$ cat config.mk
export PLATFORM = sky130hd
export DESIGN_NAME = pwm_multicanal
export DESIGN_NICKNAME = d
export VERILOG_FILES = /design/src/rtl/pwm_multicanal.sv
export SDC_FILE = /design/constraint.sdc
export NUM_CORES = 1
export LEC_CHECK = 0
export CAP_MARGIN = 15
export CORE_AREA = 2 2 70 99
export DETAILED_ROUTE_END_ITERATION = 16
export DIE_AREA = 0 0 72 101
export GPL_TIMING_DRIVEN = 0
export PLACE_DENSITY = 0.72
export SYNTH_ARGS = -nofsm -noshare
export SYNTH_HDL_FRONTEND = slang
export SYNTH_SLANG_ARGS = --single-unit
$ cat constraint.sdc
create_clock -name clk -period 4.6 [get_ports clk]
set_clock_uncertainty 0.05 [all_clocks]
set_input_delay 0.46 -clock clk [delete_from_list [all_inputs] [get_ports clk]]
set_output_delay 0.46 -clock clk [all_outputs]
set_load 0.01 [all_outputs]
$ cat src/rtl/pwm_multicanal.sv
// Multi-channel PWM generator: shared prescaled period counter (edge/center aligned),
// one-entry shadow buffer loaded by valid/ready, duty swapped in at period boundaries.
module pwm_multicanal #(
  parameter int WIDTH    = 12,
  parameter int CHANNELS = 2,
  parameter int PRESCALE = 1
) (
  input  logic                      clk,
  input  logic                      rst,
  input  logic                      enable,
  input  logic                      modo,
  input  logic [CHANNELS*WIDTH-1:0] amostra,
  input  logic                      amostra_valida,
  output logic                      amostra_pronta,
  output logic [CHANNELS-1:0]       saida,
  output logic                      fim_periodo,
  output logic                      underrun
);

  localparam int PW = (PRESCALE > 1) ? $clog2(PRESCALE) : 1;
  localparam logic [PW-1:0]    PRE_LAST  = PW'(PRESCALE - 1);
  localparam logic [WIDTH-1:0] CONT_MAX  = '1;
  localparam logic [WIDTH-1:0] CONT_LAST = CONT_MAX - 1'b1;

  typedef enum logic {MODO_BORDA, MODO_CENTRO} modo_t;
  typedef enum logic {SOBE, DESCE} dir_t;

  logic [PW-1:0]             pre, pre_nxt;
  logic [WIDTH-1:0]          cont, cont_nxt;
  dir_t                      dir, dir_nxt;
  modo_t                     modo_at, modo_nxt;
  logic                      tick, fronteira;
  logic [WIDTH-1:0]          duty [CHANNELS];
  logic [CHANNELS*WIDTH-1:0] sombra;
  logic                      cheio, armado, transfere;

  assign amostra_pronta = ~cheio & ~rst;
  assign transfere      = amostra_valida & amostra_pronta;

  always_comb begin
    pre_nxt   = pre;
    cont_nxt  = cont;
    dir_nxt   = dir;
    modo_nxt  = modo_at;
    tick      = enable && (pre == PRE_LAST);
    fronteira = 1'b0;
    if (enable)
      pre_nxt = tick ? '0 : pre + 1'b1;
    if (tick) begin
      if (modo_at == MODO_BORDA)
        fronteira = (cont == CONT_LAST);
      else
        fronteira = (dir == DESCE) && (cont == '0);
    end
    // Both modes restart at 0 counting up after a boundary, so a mode switch needs no extra path.
    if (fronteira) begin
      cont_nxt = '0;
      dir_nxt  = SOBE;
      modo_nxt = modo_t'(modo);
    end else if (tick) begin
      if (modo_at == MODO_BORDA)
        cont_nxt = cont + 1'b1;
      else if (dir == SOBE) begin
        if (cont == CONT_LAST)
          dir_nxt = DESCE;
        else
          cont_nxt = cont + 1'b1;
      end else
        cont_nxt = cont - 1'b1;
    end
  end

  always_ff @(posedge clk) begin
    if (rst) begin
      pre         <= '0;
      cont        <= '0;
      dir         <= SOBE;
      modo_at     <= MODO_BORDA;
      sombra      <= '0;
      cheio       <= 1'b0;
      armado      <= 1'b0;
      saida       <= '0;
      fim_periodo <= 1'b0;
      underrun    <= 1'b0;
      for (int unsigned i = 0; i < CHANNELS; i++)
        duty[i] <= '0;
    end else begin
      pre         <= pre_nxt;
      cont        <= cont_nxt;
      dir         <= dir_nxt;
      modo_at     <= modo_nxt;
      fim_periodo <= fronteira;
      for (int unsigned i = 0; i < CHANNELS; i++)
        saida[i] <= enable && (cont < duty[i]);
      if (fronteira) begin
        if (cheio) begin
          for (int unsigned i = 0; i < CHANNELS; i++)
            duty[i] <= sombra[i*WIDTH +: WIDTH];
          cheio <= 1'b0;
        end else if (armado)
          underrun <= 1'b1;
      end
      // Transfer only happens with the shadow empty, so it never collides with the load above.
      if (transfere) begin
        sombra <= amostra;
        cheio  <= 1'b1;
        armado <= 1'b1;
      end
    end
  end

endmodule

==> impl_metrics.json, run 1 <==
{
  "final_common_cell": "nand2_1",
  "crit_path_max_incr_delay_ns": 0.75,
  "synth_compound_area_share_pct": 13.26,
  "setup_violations": 0,
  "synth-simple-area-share_pct": 21.53,
  "die_y_um": 101,
  "first_pass_iters": 5,
  "whs_ns": 0.4045,
  "netlist_instances": 368,
  "yosys_warnings": 0,
  "maxSlewHeadroom_pct": 41.86,
  "io_pins": 34,
  "grt_pass1_vias": 2702,
  "reg2regPathDepth": 6,
  "status": "completed",
  "vias_per_cell": 5.428,
  "wl_um": 6709,
  "dp_hpwl_um": 5049,
  "wl_per_cell_um": 13.66,
  "finalMaxSlewViolations": 0,
  "syn_avg_cell_area_um2": 9.255,
  "slowest_stage": "a21o_1",
  "syn-num-nets": 423,
  "clk_pin_slew_ns": 0.08,
  "ys_seq_area_share_pct": 47.61,
  "io_buffers": 33,
  "min_path_type": "flop to flop",
  "grt_start_max_net_pins": 25,
  "crit_path_max_fanout": 24,
  "cp_cell_sequence": "buf_2 -> or4_4 -> or4_4 -> a2bb2oi_1 -> nor2_1 -> a21o_1",
  "clk_path_buf_depth": 2,
  "antenna_found_initial": 0,
  "synthXorXnorAreaFrac_pct": 1.800,
  "synth_fa_ha_area_share_pct": 9.552,
  "ant_nets": 0,
  "final_layout_size_suffix_gt1_share_pct": 5.995,
  "num-nets-final": 467,
  "cts_buffers": 9,
  "antenna_cells": 0,
  "critPathCaptureType": "flop",
  "syn_area_mm2": 0.003406,
  "whs_path_depth": 1,
  "std_cell_rows": 35,
  "maxCapViolCount": 0,
  "dp_cells": 475,
  "async_flop_share_pct": 0,
  "worstPathArrival_ns": 3.24,
  "cts_root_buffer": "clkbuf_8",
  "rsz0062_at_grt": "false",
  "ys.flop_type": "dfxtp_1",
  "synth_top_family_by_area": "simple AND/OR/NAND/NOR gates",
  "gp_congestion": 0.9360,
  "ctsHoldBuffers": 0,
  "finalCriticalPeriod_ns": 3.335,
  "final_cell_mix": "nand2_1, dfxtp_1, o21ai_0",
  "hold_violations": 0,
  "ys_types": 44,
  "grt_first_pass_wirelength_um": 11760,
  "tritoncts": "yes",
  "die_area_mm2": 0.007272,
  "max_slew.worst_pin.slew_ns": 0.8721,
  "insertion_delay_ns": 0.33,
  "numClockSinks": 69,
  "startpoint_type": "flop",
  "start_util_pct": 52.91,
  "die_w_um": 72,
  "tns_ns": 0,
  "area_growth_pct": 17.45,
  "synthMuxAreaShare_pct": 0,
  "ys_seq_elements": 69,
  "cts_setup_buffers": 0,
  "cpMostUsedCell": "or4_4",
  "vias": 2665,
  "p_leak_nw": 1.639,
  "core_mm2": 0.006437,
  "clock.fmax_ghz": 0.2998,
  "ir_drop_v": 0.0002352,
  "grt_usage_pct": 20.47,
  "min_period_over_period_pct": 72.50,
  "drt_iter0_markers": 123,
  "final_cells": 491,
  "pwr_density_cell_mw_per_mm2": 302.0,
  "path_class": "flop to flop",
  "drc": 0,
  "h-tree-depth": 3,
  "required_ns": 4.50,
  "overflow": 0,
  "synth_edf_count": 24,
  "cts_resized": 0
}
[routing by layer]
layer  up-vias  share of wire, %  wire length, µm  track usage, %
met1      1226                42             2792           23.21
met3        17               3.4              228           4.200
met4         0               2.1              141           9.579
li1       1361                 -                -               -
met2        61                53             3547           36.32
met5         -                 0                0               0
[worst paths after layout]
kind / start / slack (ns) / endpoint
worst min-delay path: armado / 0.40 / armado
worst max-delay path: cont[3] / 1.26 / duty[0][0]
worst min register to register: armado / 0.40 / armado
worst max register to register: cont[3] / 1.26 / duty[0][0]
[area by class of cell]
cell class / count / area (µm²)
sequential: 69 / 1622
buffer: 18 / 92.59
clock buffer: 10 / 127.6
tap: 74 / 92.59
clock inverter: 6 / 43.79
timing repair buffer: 33 / 330.3
inverter: 32 / 120.1
multi-input combinational: 249 / 1572
fill: 548 / 2437
[state kept, by name (all words and copies together) (netlist names)]
| register | count |
|---|---|
| dir | 1 |
| modo_at | 1 |
| armado | 1 |
| underrun | 1 |
| cont | 12 |
| sombra | 24 |
| fim_periodo | 1 |
| pre | 1 |
| cheio | 1 |
| duty | 24 |
| saida | 2 |
[kinds of logic (layout without fill, tap and decap cells)]
family	count (synthesis)	after routing
buf+inv	50	99
compound gates	75	75
simple gates	141	141
flops	69	69
xor+xnor	7	7
fa+ha+maj	26	26
[power by group]
group | internal, mW | total [mW] | switching [mW]
sequential | 0.659 | 0.673 | 0.0139
combinational | 0.0512 | 0.104 | 0.0525
clock | 0.200 | 0.432 | 0.231
total | 0.910 | 1.21 | 0.298
[cell usage after synthesis (all sizes together), types with 10 or more instances]
library cell	count	area [µm²]
ha	26	325.3
nand2	55	206.5
and2	26	162.6
edfxtp	24	720.7
o21ai	34	170.2
a21oi	15	75.07
dfxtp	45	900.9
nor2	14	52.55
inv	31	116.4
clkbuf	13	48.80
nor3	10	50.05
[critical path, delay by kind of cell (launching register included)]
family,cells,cell delay (ns)
buffers and inverters,1,0.18
and+or+nand+nor,3,1.39
DFF,1,0.36
AOI/OAI and AO/OA,2,0.97
[through the flow]
| stage | utilization, % | setup WS (ns) | instance area (µm²) | total power, mW |
|---|---|---|---|---|
| floorplan | - | 1.693 | 3406 | 0.7420 |
| global placement | 59.48 | 1.329 | 3829 | 0.7863 |
| detailed placement | 59.48 | 1.298 | 3829 | 0.7908 |
| CTS | 62.14 | 1.276 | 4000 | 1.226 |
| global route | 62.14 | 1.151 | 4000 | 1.266 |
| finish | 62.14 | 1.265 | 4000 | 1.208 |
(Power assumes the default switching activity.)
==> run 2, diff against run 1 <==
--- a/config.mk
+++ b/config.mk
@@ -6,11 +6,11 @@
 export NUM_CORES = 1
 export LEC_CHECK = 0
 export CAP_MARGIN = 15
-export CORE_AREA = 2 2 70 99
+export CORE_AREA = 2 2 73 102
 export DETAILED_ROUTE_END_ITERATION = 16
-export DIE_AREA = 0 0 72 101
+export DIE_AREA = 0 0 75 104
 export GPL_TIMING_DRIVEN = 0
-export PLACE_DENSITY = 0.72
+export PLACE_DENSITY = 0.71
 export SYNTH_ARGS = -nofsm -noshare
 export SYNTH_HDL_FRONTEND = slang
 export SYNTH_SLANG_ARGS = --single-unit
==> constraint.sdc (replaced) <==
create_clock -name clk -period 3 [get_ports clk]
set_clock_uncertainty 0.05 [all_clocks]
set_input_delay 0.3 -clock clk [delete_from_list [all_inputs] [get_ports clk]]
set_output_delay 0.3 -clock clk [all_outputs]
set_load 0.01 [all_outputs]
==> run 2 against run 1 <==
Power up 65%. Clock-buffer cell count up 2. First-iteration DRC count down 22%. Die area up 7.3%. Maximum frequency up 15%. Register-to-register slack worse by 1.2 ns. Via count up 0.30%.
==> impl_metrics.json, run 2 (synthesis results as in run 1) <==
{
  "worstPathArrival_ns": 2.86,
  "nFillCells": 611,
  "status": "completed",
  "reg_top3": "duty: 24 flops, sombra: 24 flops, cont: 12 flops",
  "antenna_cells": 0,
  "min_period_over_period_pct": 96.50,
  "die_y_um": 104,
  "core_mm2": 0.006892,
  "hold_violations": 0,
  "maxSlewHeadroom_pct": 67.38,
  "crit_path_max_fanout": 24,
  "clock.fmax_ghz": 0.3454,
  "grt_usage_pct": 19.60,
  "tns_ns": 0,
  "finalMaxSlewViolations": 0,
  "path_class": "flop to flop",
  "die_area_mm2": 0.007800,
  "pre_cts_ws_ns": -0.3012,
  "rsz0062_at_grt": "false",
  "final_common_cell": "nand2_1",
  "numClockSinks": 69,
  "die_w_um": 75,
  "start_util_pct": 49.42,
  "grt_first_pass_wirelength_um": 11830,
  "io_buffers": 33,
  "critPathCaptureType": "flop",
  "ir_drop_v": 0.0003481,
  "wl_per_cell_um": 13.13,
  "cts_setup_buffers": 0,
  "h-tree-depth": 3,
  "wl_um": 6722,
  "num-nets-final": 467,
  "setup_violations": 0,
  "vias_per_cell": 5.221,
  "finalCriticalPeriod_ns": 2.895,
  "worst_slack_ns": 0.1051,
  "p_leak_nw": 1.647,
  "cts_buffers": 9,
  "max_slew.worst_pin.slew_ns": 0.4874,
  "tritoncts": "yes",
  "clk_pin_slew_ns": 0.08,
  "min_path_type": "flop to flop",
  "holdPathEnd": "sombra[13]",
  "drt_iter0_markers": 96,
  "maxCapViolCount": 0,
  "worst_r2r_startpoint": "cont[3]",
  "cts_root_buffer": "clkbuf_8",
  "reg2regPathDepth": 6,
  "final_cell_mix": "nand2_1, dfxtp_1, o21ai_0, clkdlybuf4s50_1, inv_1",
  "startpoint_type": "flop",
  "antenna_found_initial": 0,
  "grt_start_max_net_pins": 25,
  "ctsHoldBuffers": 0,
  "grt_pass1_vias": 2600,
  "pwr_density_cell_mw_per_mm2": 489.4,
  "final_layout_size_suffix_gt1_share_pct": 5.995,
  "area_growth_pct": 19.69,
  "ant_nets": 0,
  "drc": 0,
  "io_pins": 34,
  "first_pass_iters": 4,
  "r2r-end": "duty[0][16]",
  "whs_path_depth": 2,
  "clk_path_buf_depth": 2,
  "hp-start": "sombra[13]",
  "required_ns": 2.97,
  "gp_congestion": 0.8689,
  "insertion_delay_ns": 0.34,
  "rrSetupSlack_ns": 0.11,
  "vias": 2673,
  "dp_hpwl_um": 5012,
  "overflow": 0,
  "std_cell_rows": 36
}
-- run 2: cell types whose count changed in the layout (fill, tap and decap cells not counted), sizes merged --
| cell | delta |
|---|---|
| clkinvlp | +1 |
| clkinv | -1 |
| bufinv | +2 |
| inv | -4 |
| clkbuf | +2 |
-- run 2: worst max path at each step --
stage,startpoint,endpoint,slack (ns),cells past startpoint
detailed placement,cont[3],duty[0][16],-0.30,6
global placement,cont[3],duty[0][17],-0.25,6
finish,cont[3],duty[0][16],0.11,6
CTS,cont[3],cont[4],0.04,7
global route,cont[3],duty[0][6],0.03,7
floorplan,cont[2],duty[0][0],0.09,6
-- run 2: worst max-delay path: stages, from the launching register on --
cell	delay (ns)
dfxtp_1	0.36
buf_2	0.18
or4_4	0.55
or4_4	0.54
a2bb2oi_1	0.23
nor2_1	0.29
a21o_4	0.35
-- run 2: cell type report --
type | instances | area (µm²) | share of cell area (%)
Buffer | 18 | 92.59 | 2.271
Clock buffer | 12 | 135.1 | 3.315
Sequential cell | 69 | 1622 | 39.78
Clock inverter | 4 | 72.57 | 1.780
Multi-Input combinational cell | 249 | 1585 | 38.89
Tap cell | 95 | 118.9 | 2.916
Inverter | 32 | 120.1 | 2.947
Timing Repair Buffer | 33 | 330.3 | 8.103
-- run 2: where the power goes --
part	internal, mW	switching (mW)	leakage, nW
Combinational	0.0794	0.0798	0.950
Clock	0.468	0.336	0.101
Sequential	1.01	0.0219	0.596
Total	1.56	0.437	1.65
-- run 2: routing by layer --
metal  track usage (%)  vias to the layer above  wire length, µm
li1                  -                     1361                -
met1             23.54                     1224             2798
met2             31.27                       66             3408
met3             5.233                       22              266
met4             10.08                        0              249
met5                 0                        -                0
-- run 2: per-stage QoR --
stage               std cells  total power, mW  hold WS (ns)  util, %  area [µm²]
floorplan                 368            1.138        0.3191        -        3406
detailed placement        496            1.212        0.3927    55.94        3855
global route              512            2.083        0.4177    59.15        4076
CTS                       512            2.014        0.4073    59.06        4070
global placement          496            1.205        0.3909    55.94        3855
finish                    512            1.995        0.4023    59.15        4076
-- run 2: timing repair --
action / CTS / global route
resized for setup: 2 / 2
setup endpoints to repair: 24 / 54
gates cloned: 0 / 0
